## config.mk

```make
export PLATFORM = sky130hd
export DESIGN_NAME = rf_wb_arbiter
export DESIGN_NICKNAME = d
export VERILOG_FILES = /design/src/rtl/rf_wb_arbiter_pkg.sv /design/src/rtl/rf_scoreboard.sv /design/src/rtl/rf_wb_arbiter.sv
export SDC_FILE = /design/constraint.sdc
export NUM_CORES = 1
export LEC_CHECK = 0
export ABC_CLOCK_PERIOD_IN_PS = 2800
export CAP_MARGIN = 10
export CORE_UTILIZATION = 30
export DETAILED_ROUTE_END_ITERATION = 12
export GPL_ROUTABILITY_DRIVEN = 1
export HOLD_SLACK_MARGIN = 0.1
export SKIP_LAST_GASP = 1
export SLEW_MARGIN = 15
export SYNTH_ARGS = -nofsm -noshare
export SYNTH_HDL_FRONTEND = slang
export SYNTH_HIERARCHICAL = 1
export SYNTH_SLANG_ARGS = --single-unit
```

## constraint.sdc

```tcl
create_clock -name clk -period 2.8 [get_ports clk]
set_clock_uncertainty 0.15 [all_clocks]
set_input_delay 0.56 -clock clk [delete_from_list [all_inputs] [get_ports clk]]
set_output_delay 0.56 -clock clk [all_outputs]
set_load 0.02 [all_outputs]
```

## src/rtl/rf_wb_arbiter_pkg.sv

```systemverilog
// Shared types and constants for the register-file write-back arbiter.
// Holds the FSM encoding, the default starvation limit and the register address width.
package rf_wb_arbiter_pkg;
  localparam int AW               = 5;
  localparam int DW               = 32;
  localparam int NREG             = 1 << AW;
  localparam int CW               = 4;
  localparam int STARVE_LIMIT_DEF = 4;

  typedef enum logic [1:0] {
    ST_NORMAL = 2'd0,
    ST_FORCE  = 2'd1,
    ST_DRAIN  = 2'd2
  } state_e;

  typedef struct packed {
    logic [AW-1:0] addr;
    logic [DW-1:0] data;
  } wr_t;
endpackage

```

## src/rtl/rf_scoreboard.sv

```systemverilog
// Busy bit per architectural register: set on MDU issue, cleared on MDU write-back.
// Queries are masked for r0 and for a same-cycle write-back, which the regfile bypass covers.
module rf_scoreboard
  import rf_wb_arbiter_pkg::*;
(
  input  logic          i_clk,
  input  logic          i_rst,
  input  logic          i_set_vld,
  input  logic [AW-1:0] i_set_addr,
  input  logic          i_clr_vld,
  input  logic [AW-1:0] i_clr_addr,
  input  logic [AW-1:0] i_chk_addr1,
  input  logic [AW-1:0] i_chk_addr2,
  output logic          o_busy1,
  output logic          o_busy2
);
  logic [NREG-1:0] r_busy;
  logic [NREG-1:0] w_set;
  logic [NREG-1:0] w_clr;

  always_comb begin
    w_set = '0;
    w_clr = '0;
    if (i_set_vld && i_set_addr != '0) w_set[i_set_addr] = 1'b1;
    if (i_clr_vld)                     w_clr[i_clr_addr] = 1'b1;
  end

  // OR-ing the set after the clear lets a same-cycle issue win over a retire.
  always_ff @(posedge i_clk or posedge i_rst) begin
    if (i_rst) r_busy <= '0;
    else       r_busy <= (r_busy & ~w_clr) | w_set;
  end

  assign o_busy1 = r_busy[i_chk_addr1] && (i_chk_addr1 != '0) &&
                   !(i_clr_vld && i_clr_addr == i_chk_addr1);
  assign o_busy2 = r_busy[i_chk_addr2] && (i_chk_addr2 != '0) &&
                   !(i_clr_vld && i_clr_addr == i_chk_addr2);
endmodule

```

## src/rtl/rf_wb_arbiter.sv

```systemverilog
// Arbitrates the single regfile write port between the WB stage and the MDU.
// A starving MDU forces a slot; a colliding pipe write parks in a 1-entry skid and drains next.
module rf_wb_arbiter
  import rf_wb_arbiter_pkg::*;
#(
  parameter int STARVE_LIMIT = STARVE_LIMIT_DEF
) (
  input  logic          clk,
  input  logic          rst,
  input  logic          pipe_we,
  input  logic [AW-1:0] pipe_waddr,
  input  logic [DW-1:0] pipe_wdata,
  input  logic          mdu_valid,
  input  logic [AW-1:0] mdu_waddr,
  input  logic [DW-1:0] mdu_wdata,
  output logic          mdu_ready,
  input  logic          iss_valid,
  input  logic [AW-1:0] iss_rd,
  input  logic [AW-1:0] chk_raddr1,
  input  logic [AW-1:0] chk_raddr2,
  output logic          chk_busy1,
  output logic          chk_busy2,
  output logic          stall,
  output logic          rf_we,
  output logic [AW-1:0] rf_waddr,
  output logic [DW-1:0] rf_wdata
);
  state_e        r_state;
  logic [CW-1:0] r_starve;
  logic          r_skid_vld;
  wr_t           r_skid;
  logic          r_post_rst;

  logic          w_pipe_req;
  logic          w_hold;
  logic          w_rdy;
  logic          w_stall;
  logic          w_we;
  logic [AW-1:0] w_addr;
  logic [DW-1:0] w_data;
  logic          w_cap;
  logic          w_lose;

  assign w_pipe_req = pipe_we && (pipe_waddr != '0);
  assign w_hold     = rst || r_post_rst;

  always_comb begin
    w_rdy   = 1'b0;
    w_stall = 1'b0;
    w_we    = 1'b0;
    w_addr  = '0;
    w_data  = '0;
    w_cap   = 1'b0;
    case (r_state)
      ST_NORMAL: begin
        if (w_pipe_req) begin
          w_we   = 1'b1;
          w_addr = pipe_waddr;
          w_data = pipe_wdata;
        end else if (mdu_valid) begin
          w_rdy  = 1'b1;
          w_we   = (mdu_waddr != '0);
          w_addr = mdu_waddr;
          w_data = mdu_wdata;
        end
      end
      ST_FORCE: begin
        w_stall = 1'b1;
        if (mdu_valid) begin
          w_rdy  = 1'b1;
          w_we   = (mdu_waddr != '0);
          w_addr = mdu_waddr;
          w_data = mdu_wdata;
          w_cap  = w_pipe_req;
        end
      end
      ST_DRAIN: begin
        w_stall = 1'b1;
        w_we    = r_skid_vld;
        w_addr  = r_skid.addr;
        w_data  = r_skid.data;
      end
      default: ;
    endcase
    // Nothing leaves the block during reset or the first cycle after it.
    if (w_hold) begin
      w_rdy   = 1'b0;
      w_stall = 1'b0;
      w_we    = 1'b0;
      w_cap   = 1'b0;
    end
  end

  assign w_lose = mdu_valid && !w_rdy;

  always_ff @(posedge clk or posedge rst) begin
    if (rst) begin
      r_state    <= ST_NORMAL;
      r_starve   <= '0;
      r_skid_vld <= 1'b0;
      r_skid     <= '0;
      r_post_rst <= 1'b1;
    end else begin
      r_post_rst <= 1'b0;
      if (w_lose) r_starve <= (r_starve == '1) ? r_starve : r_starve + 1'b1;
      else        r_starve <= '0;
      case (r_state)
        ST_NORMAL: begin
          // >= rather than == so a count left over from DRAIN can never skip the force.
          if (w_lose && r_starve >= CW'(STARVE_LIMIT - 1)) r_state <= ST_FORCE;
        end
        ST_FORCE: begin
          if (w_cap) begin
            r_skid_vld <= 1'b1;
            r_skid     <= '{addr: pipe_waddr, data: pipe_wdata};
            r_state    <= ST_DRAIN;
          end else begin
            r_state    <= ST_NORMAL;
          end
        end
        ST_DRAIN: begin
          r_skid_vld <= 1'b0;
          r_state    <= ST_NORMAL;
        end
        default: r_state <= ST_NORMAL;
      endcase
    end
  end

  rf_scoreboard u_sb (
    .i_clk       (clk),
    .i_rst       (rst),
    .i_set_vld   (iss_valid),
    .i_set_addr  (iss_rd),
    .i_clr_vld   (mdu_valid && w_rdy),
    .i_clr_addr  (mdu_waddr),
    .i_chk_addr1 (chk_raddr1),
    .i_chk_addr2 (chk_raddr2),
    .o_busy1     (chk_busy1),
    .o_busy2     (chk_busy2)
  );

  assign mdu_ready = w_rdy;
  assign stall     = w_stall;
  assign rf_we     = w_we;
  assign rf_waddr  = w_addr;
  assign rf_wdata  = w_data;
endmodule
```

==> results of run 1 <==
Yosys cell counts, types with 2 or more instances:
library cell  number  area (µm²)
clkbuf_1          28         105
mux4_1             5         131
o21bai_1           2        15.0
a21oi_1            5        25.0
mux4_2             7         158
a211oi_1           7        52.6
o21ai_0           14        70.1
nor3_1             2        10.0
dfrtp_1           75        1880
or3b_1             7        61.3
inv_1              8        30.0
o32ai_1            4        35.0
buf_2              7        35.0
ha_1               5        62.6
nand3b_1          11        82.6
or3_1              3        18.8
nand2_1            8        30.0
buf_4              3        22.5
buf_1              3        11.3
mux2_1            10         113
nor2_1            12        45.0
o21ai_1           49         245
and2_1             2        12.5
a22oi_1           36         270
mux2_2            22         248
mux2i_1            3        30.0
mux2_4            13         195
nand3_1           78         390
buf_6              3        33.8
nand4_1            2        12.5
o221ai_1          38         333
xnor2_1            9        78.8
buf_12             2        40.0
cell families (layout without fill, tap and decap cells):
kind of cell / after synthesis / in the layout / synth area share
XOR/XNOR: 9 / 9 / 0.0155
flip-flops: 76 / 76 / 0.373
AND/OR/NAND/NOR: 132 / 132 / 0.143
adder cells (fa/ha/maj): 5 / 5 / 0.0123
AO/OA/AOI/OAI: 167 / 168 / 0.225
buffers and inverters: 56 / 259 / 0.0584
other: 1 / 1 / 0.000736
multiplexers: 60 / 60 / 0.172
worst reg2reg max path, cell delays in order, from the launching register on:
cell and delay, ns:
dfrtp_1 0.38, inv_2 0.08, ha_4 0.13, or3b_4 0.39, o221a_4 0.24, nor2_4 0.12
or3b_1 0.51, o21ai_1 0.20, o21ai_1 0.09
worst max path at each step:
stage                        from   endpoint  slack, ns  cells after the start
floorplan              r_state[0]  chk_busy1       0.02                      8
global placement    pipe_waddr[4]  chk_busy1      -0.97                      8
detailed placement  pipe_waddr[4]  chk_busy1      -0.99                      8
CTS                 chk_raddr1[2]  chk_busy1      -0.42                      7
global route           r_state[0]  chk_busy2      -0.37                      9
finish                 r_state[0]  chk_busy2      -0.29                      9
stage by stage:
stage / total power (µW) / std cells / instance area, µm² / worst slack, ns / hold WS (ns)
final: 5530 / 930 / 8570 / -0.290 / 0.314
after global routing: 5770 / 930 / 8570 / -0.371 / 0.308
after CTS: 5310 / 930 / 8160 / -0.418 / 0.337
after detailed placement: 3400 / 873 / 7030 / -0.993 / 0.333
after global placement: 3350 / 873 / 7030 / -0.971 / 0.330
after floorplan: 2600 / 506 / 5110 / 0.0221 / 0.315
metal layers:
layer	track usage	part of all wire	vias up
met5	0	0	-
met4	0.0773	0.025	0
met3	0.0550	0.069	40
met2	0.372	0.51	245
met1	0.251	0.39	2703
li1	-	-	2401
state kept, by name, summed over array words and instances, names as in the netlist:
signal       flops
r_post_rst       1
r_skid          37
r_skid_vld       1
r_starve         4
r_state          2
u_sb/r_busy     31
repair_timing:
action                                  CTS  global route
setup buffers                            31            12
gates resized for setup                 329            99
cloned                                   10             1
hold buffers                              0             0
pin swaps                                17            35
endpoints found under the setup margin   42            40
hold endpoints to repair                  0             0
cell type report:
| cell class | count | area, µm² | share of cell area |
|---|---|---|---|
| multi-input cells | 375 | 3630 | 0.424 |
| clock inverters | 4 | 95.1 | 0.0111 |
| well taps | 220 | 275 | 0.0321 |
| flip-flops and latches | 76 | 1900 | 0.222 |
| clock buffers | 12 | 256 | 0.0299 |
| repair buffers | 235 | 2370 | 0.277 |
| inverters | 8 | 32.5 | 0.00380 |
power groups by stage:
| stage | combinational (µW) | clock (µW) | sequential [µW] |
|---|---|---|---|
| global placement | 1760 | 0 | 1590 |
| global route | 2700 | 1430 | 1650 |
| floorplan | 1070 | 0 | 1530 |
| finish | 2550 | 1360 | 1620 |
| CTS | 2330 | 1370 | 1600 |
| detailed placement | 1800 | 0 | 1610 |
==> flow_summary.json, run 1 <==
{
  "synth.distinct_cells": 56,
  "r2r_cells": 8,
  "maxCapViolCount": 0,
  "ys_seq_area_frac": 0.373,
  "gp_congestion": 0.839,
  "p_leak_uw": 0.00343,
  "maxSlewViolCount": 0,
  "ioPinCount": 136,
  "timing.final.ws_setup_ns": -0.290,
  "antenna_cells": 0,
  "p_seq_frac": 0.292,
  "path_clk_slew_ns": 0.06,
  "p_sw_uw": 1820,
  "synth_edf_count": 0,
  "crit_chain": "inv_2 > ha_4 > or3b_4 > o221a_4 > nor2_4 > or2b_4 > o32ai_4 > o32ai_2 > buf_4",
  "start_util": 0.307,
  "fin_util": 0.517,
  "grt_pass1_wl_um": 29400,
  "ys_ff_latch": 76,
  "holdPathEnd": "r_skid[36]",
  "antenna_found_initial": 0,
  "synthArstFlopShare": 1.00,
  "syn_area_per_cell_um2": 10.1,
  "post-dp-hpwl_um": 12400,
  "status": "complete, but fails checks",
  "antenna_left": 0,
  "drt-initial-drc-count": 293,
  "cts_htree_levels": 3,
  "peakVddDrop_mv": 0.392,
  "grt_pass1_vias": 5516,
  "fp.dieArea_mm2": 0.0175,
  "min_path_type": "in -> reg",
  "synthCells": 506,
  "die_w_um": 132,
  "syn-cell-area_mm2": 0.00510,
  "synthesis.nets": 605,
  "cp-start-kind": "flop",
  "cts_tree": "done",
  "power_frac_comb": 0.462,
  "first_pass_iters": 5,
  "worstPathArrival_ns": 2.38,
  "tightest_slew_ns": 0.667,
  "die_h_um": 132,
  "failed_checks": "negative setup slack",
  "final_common_cell": "buf_4",
  "path_class": "reg -> out",
  "r2r_setup_slack_ns": 0.37,
  "core_area_mm2": 0.0166,
  "grt_max_degree": 41,
  "fin_nets": 804,
  "fin_crit_ns": 3.09,
  "hold_path_depth": 2,
  "tns_ns": -5.37,
  "nFillCells": 1420,
  "clk_path_buf_depth": 2,
  "grt_usage": 0.213,
  "hold_violations": 0,
  "route.detailed.drc": 0,
  "cts_buffers": 9,
  "p_int_uw": 3700,
  "slowest_delay_ns": 0.39,
  "setup_viol": 36,
  "rsz0062_at_grt": "yes",
  "cp.required_ns": 2.09,
  "relSlewSlack": 0.556,
  "wl_per_cell_um": 20.7,
  "hp-start": "pipe_waddr[4]",
  "final_layout_size_suffix_gt1_frac": 0.424,
  "cp_top_family": "simple AND/OR/NAND/NOR gates",
  "power_density_mw_per_mm2": 645,
  "via_count": 5389,
  "reg2reg_to": "u_sb/r_busy[16]",
  "finalCritPeriodShare": 1.10,
  "critPathBufInv": 2,
  "cp-end-kind": "output pin",
  "layout_common_cells": "94 x buf_4, 83 x clkdlybuf4s50_1, 75 x dfrtp_1",
  "viasPerCell": 5.79,
  "max_freq_ghz": 0.324,
  "grt-ovfl-total": 0,
  "rows": 47,
  "clk_latency_ns": 0.33,
  "path_max_fanout": 5,
  "crit_path_top_delay_cell": "or3b_4",
  "portBuffers": 135,
  "clock-sinks": 76,
  "cts-root-buf": "clkbuf_16",
  "clkPwrFrac": 0.246,
  "synth_flop_cell": "dfrtp_1",
  "rr_startpoint": "r_state[0]",
  "switching_share": 0.330,
  "drt-total-wl_um": 19300,
  "ys_warn_count": 6,
  "area_delta_synth_final_pct": 68.1
}
No activity file was read; power rests on OpenSTA's default activity.
==> run 2, diff against run 1 <==
Settings changed: CTS_CLUSTER_DIAMETER set to 40.
==> results of run 2 <==
Same layout as run 1: the final DEF is identical, and so are final timing and power.
